### src/rtl/etch_cursor_draw.sv
// etch_cursor_draw: etch-a-sketch pen stage stepping a cursor over VRAM and plotting pen_color while the pen is down.
// Define CURSOR_WRAP_EN to make the cursor wrap at the screen edges instead of clamping.
module etch_cursor_draw #(
    parameter int H_RES = 240,
    parameter int V_RES = 320,
    parameter int STEP_CYCLES = 1_000_000,
    localparam int L = H_RES * V_RES,
    localparam int AW = $clog2(L),
    localparam int XW = $clog2(H_RES),
    localparam int YW = $clog2(V_RES)
) (
    input  logic          clk,
    input  logic          rst,
    input  logic          draw_ena,
    input  logic          btn_up,
    input  logic          btn_down,
    input  logic          btn_left,
    input  logic          btn_right,
    input  logic          pen_down,
    input  logic [15:0]   pen_color,
    output logic          vram_wr_ena,
    output logic [AW-1:0] vram_wr_addr,
    output logic [15:0]   vram_wr_data,
    output logic [XW-1:0] cursor_x,
    output logic [YW-1:0] cursor_y,
    output logic          busy
);
    localparam int CW = $clog2(STEP_CYCLES);
    typedef enum logic [1:0] {S_WAIT, S_IDLE, S_STEP, S_WRITE} state_t;
    state_t state, state_n;
    logic [CW-1:0] cnt;
    logic [AW-1:0] pix_addr, pix_n;
    logic [XW-1:0] nx;
    logic [YW-1:0] ny;
    logic any, mv_l, mv_r, mv_u, mv_d, moved;
    always_comb begin
        any = btn_up | btn_down | btn_left | btn_right;
        mv_r = btn_right & ~btn_left;
        mv_l = btn_left & ~btn_right;
        mv_d = btn_down & ~btn_up;
        mv_u = btn_up & ~btn_down;
`ifdef CURSOR_WRAP_EN
        nx = mv_r ? (cursor_x == XW'(H_RES-1) ? '0 : cursor_x + XW'(1)) :
             mv_l ? (cursor_x == '0 ? XW'(H_RES-1) : cursor_x - XW'(1)) : cursor_x;
        ny = mv_d ? (cursor_y == YW'(V_RES-1) ? '0 : cursor_y + YW'(1)) :
             mv_u ? (cursor_y == '0 ? YW'(V_RES-1) : cursor_y - YW'(1)) : cursor_y;
`else
        nx = mv_r && cursor_x != XW'(H_RES-1) ? cursor_x + XW'(1) :
             mv_l && cursor_x != '0 ? cursor_x - XW'(1) : cursor_x;
        ny = mv_d && cursor_y != YW'(V_RES-1) ? cursor_y + YW'(1) :
             mv_u && cursor_y != '0 ? cursor_y - YW'(1) : cursor_y;
`endif
        moved = nx != cursor_x || ny != cursor_y;
        pix_n = AW'(ny) * AW'(H_RES) + AW'(nx);
    end
    always_comb begin
        state_n = state;
        if (!draw_ena)
            state_n = S_WAIT;
        else
            case (state)
                S_WAIT:  state_n = pen_down ? S_WRITE : S_IDLE;
                S_IDLE:  state_n = any && cnt == '0 ? S_STEP : S_IDLE;
                S_STEP:  state_n = moved && pen_down ? S_WRITE : S_IDLE;
                default: state_n = S_IDLE;
            endcase
    end
    always_ff @(posedge clk)
        state <= rst ? S_WAIT : state_n;
    // pix_addr always holds the address of the current cursor, so a write never needs a fresh multiply
    always_ff @(posedge clk) begin
        if (rst) begin
            cursor_x <= XW'(H_RES/2);
            cursor_y <= YW'(V_RES/2);
            pix_addr <= AW'((V_RES/2)*H_RES + H_RES/2);
            vram_wr_ena <= 1'b0;
            vram_wr_addr <= '0;
            vram_wr_data <= '0;
            busy <= 1'b0;
            cnt <= '0;
        end else begin
            vram_wr_ena <= state == S_WRITE && draw_ena;
            busy <= state_n == S_STEP || state_n == S_WRITE;
            cnt <= state == S_IDLE && state_n == S_STEP ? CW'(STEP_CYCLES-1) :
                   !any ? '0 : cnt != '0 ? cnt - CW'(1) : cnt;
            if (state == S_STEP && draw_ena) begin
                cursor_x <= nx;
                cursor_y <= ny;
                pix_addr <= pix_n;
            end
            if (state == S_WRITE && draw_ena) begin
                vram_wr_addr <= pix_addr;
                vram_wr_data <= pen_color;
            end
        end
    end
endmodule
### config.mk
export PLATFORM = sky130hd
export DESIGN_NAME = etch_cursor_draw
export DESIGN_NICKNAME = d
export VERILOG_FILES = /design/src/rtl/etch_cursor_draw.sv
export SDC_FILE = /design/constraint.sdc
export NUM_CORES = 1
export LEC_CHECK = 0
export CAP_MARGIN = 5
export CORE_ASPECT_RATIO = 0.5
export CORE_MARGIN = 10
export CORE_UTILIZATION = 40
export DETAILED_ROUTE_END_ITERATION = 12
export PLACE_DENSITY_LB_ADDON = 0.12
export SLEW_MARGIN = 20
export SYNTH_ARGS = -nofsm -noshare
export SYNTH_HDL_FRONTEND = slang
export SYNTH_SLANG_ARGS = --single-unit
### constraint.sdc
create_clock -name clk -period 11.25 [get_ports clk]
set_clock_uncertainty 0.2 [all_clocks]
set_input_delay 3.375 -clock clk [delete_from_list [all_inputs] [get_ports clk]]
set_output_delay 3.375 -clock clk [all_outputs]
set_load 0.01 [all_outputs]
==> out/results.txt <==
The worst register-to-register path begins at cursor_y[0]. The post-synthesis async set-or-reset flop share came out at 0. The tools report the met2 capacity usage during global routing as 0.233. The setup total negative slack is 0 ns. For the met1 global-route usage, the log shows 0.183.

0 antenna diodes ended up in the layout. The number of cells upsized or downsized after cts was 0. The logs give 0 for the number of maximum-capacitance violations and 0.248 ns for the worst hold margin.

The run gives 22000 um as the wire length of the first global-routing pass. The number of nets handed over by synthesis was 728. The path with the worst hold slack has its endpoint at vram_wr_addr[9]. Measured in cells, the most critical reg-to-reg path has a length of 21. For the met3 capacity usage during global routing, the log shows 0.0376. The worst-skew pair later-pin latency is 0.34 ns. The tools report the initial antenna violation count as 0. At the end of routability-driven placement, the weighted congestion stood at 0.846.

The number of setup buffers added after CTS is 0. The average instance area after synthesis works out to 7.89 um2. The worst hold path stage count is 2. Relative slew slack: 0.454. For the number of DRC violations after detailed-routing iteration 0, the log shows 370. The post-cts hold buffer count is 0. The via count of the first global-routing pass was 4411. The setup path with the least slack is of type in -> reg.

At the worst endpoint, the required time is 11.32 ns. The floorplan has 29 rows. The placed wire-length estimate after detailed placement came out at 9580 um. After detailed routing, the number of vias per cell comes to 5.19. The starting density of the core is 0.412. The endpoint identified for the worst register-to-register timing path is pix_addr[16].

STA classifies the critical path startpoint as an input pin. The worst hold path belongs to the class reg -> reg. The worst-case clock buffer depth was 2; the final critical-path share of the clock period was 0.798.

Yosys instantiated no cell more often than nand2_1. The distinct cell type count after synthesis was 63. Data arrives at the worst endpoint at 9.05 ns. Summed over all instances, the cell type with the most area after synthesis is dfxtp_1. Leakage power: 2.42 nW. Global routing finished with a remaining overflow of 0. The count of buffers from port buffering is 75, and the via total after detailed routing is 4678. The worst IR drop on VDD is 0.0000762 V.

The tools report the element type at the critical path end as a flip-flop. In this run the count of I/O pins placed on the die edge is 76. The top cell type's share of synthesized area is 0.331, and the final wirelength is 13000 um. The count of pins over their slew limit is 0, and the power density of the placed cells is 175 nW/um2.

Area added between synthesis and finish: 21.8%. In this run the cell area of the synthesized design comes to 5260 um2. H-tree depth: 3. The overall fraction of global-route tracks in use is 0.142, and the number of instances in the synthesized netlist is 667. After detailed routing, the number of remaining DRC violations is 0.

The critical-path maximum fanout came out at 5. The synthesis warning total is 0, and the total core area is 12800 um2. CTS saw 87 sinks. For the pin with the worst max-slew slack, the measured transition is 0.812 ns.

The commonest cells after synthesis are nand2_1, dfxtp_1, a21oi_1. The number of clock buffers added by TritonCTS is 9. The die covers 18400 um2.

The run gives 0.331 as the sequential element share of the synthesized area. The flip-flop and latch count after synthesis is 87. After clock tree synthesis, the clock-pin slew on the worst setup and hold paths is 0.07 ns. The count of nets left with antenna violations once routing finished came out at 0. In the post-synthesis netlist, the biggest area contributors are dfxtp_1, nand2_1, a21oi_1. TritonCTS built the clock tree. Share of layout cells above drive strength 1: 0.0575. The worst register-to-register path has a setup slack of 5.04 ns. The floorplan step set the die width to 182 um. Before antenna repair, the detailed router went through 5 iterations.

The layer flagged by global routing as most heavily used is met2. The floorplan step set the die height to 101 um. The fmax was 111 MHz. The detail-routed net length per standard cell was 14.5 um; the number of flops mapped to enable cells by yosys was 0. Setup violations remaining at the end of the flow were counted as 0.

The tools report the root buffer cell as clkbuf_16. Entering global routing, the biggest net connects 62 pins. Setup repair after global routing left no endpoint under its margin.

Counting I/O delays and the setup requirement, the final critical path takes 8.98 ns. In the synthesized netlist the dominant register cell turns out to be dfxtp_1. The tools report the origin of the worst min-delay path as pix_addr[9]. The flow ran to the end, and the final reports show no timing, DRC or antenna violations. For the number of hold violations in the final report, the log shows 0. The final layout contains 787 nets.
==> worst max path at each step <==
stage | startpoint | to | slack [ns] | cells after the start
2_1_floorplan | btn_up | pix_addr[16] | 3.00 | 19
3_3_place_gp | btn_up | pix_addr[16] | 2.08 | 20
3_5_place_dp | btn_up | pix_addr[16] | 1.95 | 20
4_1_cts | btn_up | pix_addr[16] | 2.29 | 20
5_1_grt | btn_up | pix_addr[16] | 1.67 | 20
6_report | btn_up | pix_addr[16] | 2.27 | 20
==> cells in the final DEF, fill, tap and decap left out, types with 3 or more instances in the layout <==
master and count:
a211oi_1 6, a21oi_1 66, a221oi_1 3, a311oi_1 3
a31oi_1 3, and3_1 5, and3_2 3, buf_4 5
clkbuf_16 9, clkdlybuf4s50_1 74, dfxtp_1 87, fa_1 11
ha_1 26, inv_1 35, nand2_1 134, nand2b_1 4
nand3_1 13, nand3b_1 3, nand4_1 7, nor2_1 44
nor2b_1 9, nor3_1 16, nor4_1 11, o211ai_1 9
o21a_1 6, o21ai_0 19, o311ai_0 5, o31ai_1 3
o32ai_1 3, or2_2 6, or3_1 9, or4_1 4
xnor2_1 30, xor2_1 19
==> through the flow <==
| step | utilization | setup slack (ns) | instances | cell area, um2 | power (mW) |
|---|---|---|---|---|---|
| after floorplan | - | 3.00 | 667 | 5260 | 0.724 |
| final | 0.502 | 2.27 | 901 | 6410 | 1.12 |
| after global routing | 0.502 | 1.67 | 901 | 6410 | 1.21 |
| after CTS | 0.502 | 2.29 | 901 | 6410 | 1.13 |
| after detailed placement | 0.478 | 1.95 | 885 | 6110 | 0.817 |
| after global placement | 0.478 | 2.08 | 885 | 6110 | 0.811 |
==> cell families (layout without fill, tap and decap cells) <==
| group | Yosys count | count (layout) | synth area share |
|---|---|---|---|
| compound gates | 146 | 146 | 0.176 |
| simple gates | 281 | 281 | 0.253 |
| xor+xnor | 49 | 49 | 0.0815 |
| fa+ha+maj | 37 | 37 | 0.104 |
| flops | 87 | 87 | 0.331 |
| buf+inv | 67 | 131 | 0.0542 |
==> metal layers <==
layer,vias up,share of wire
met1,2164,0.48
met2,83,0.46
met5,-,0
li1,2425,-
met4,0,0.0064
met3,6,0.050
==> state kept, by name, indices dropped and copies added, names as in the netlist <==
signal,cells
cnt,20
vram_wr_addr,17
vram_wr_data,16
pix_addr,13
cursor_y,9
cursor_x,8
state,2
busy,1
vram_wr_ena,1
==> critical path, stage by stage <==
cell and delay [ns]:
clkdlybuf4s50_1 0.50, nor2b_1 0.26, o21ai_0 0.22, or4_1 0.49
nor4_1 0.18, a31oi_1 0.08, xor2_1 0.46, inv_1 0.20
fa_1 0.54, inv_1 0.05, fa_1 0.49, inv_1 0.04
ha_1 0.22, or3_1 0.38, a2111oi_0 0.36, a221oi_1 0.20
nor3_1 0.25, nand4_1 0.20, or3_1 0.40, a31oi_1 0.15
==> final cells by class <==
cell class / count / area, um2
Timing Repair Buffer: 80 / 783
Inverter: 35 / 131
Fill cell: 1270 / 6360
Multi-Input combinational cell: 513 / 3240
Clock buffer: 10 / 229
Sequential cell: 87 / 1740
Tap cell: 170 / 213
Clock inverter: 6 / 75.1
==> power by group <==
part	switching (mW)	internal [mW]	leakage [nW]
clock	0.131	0.176	0.146
combinational	0.262	0.190	1.56
sequential	0.0259	0.337	0.706
total	0.419	0.703	2.42
No activity file was read; power rests on OpenSTA's default activity.
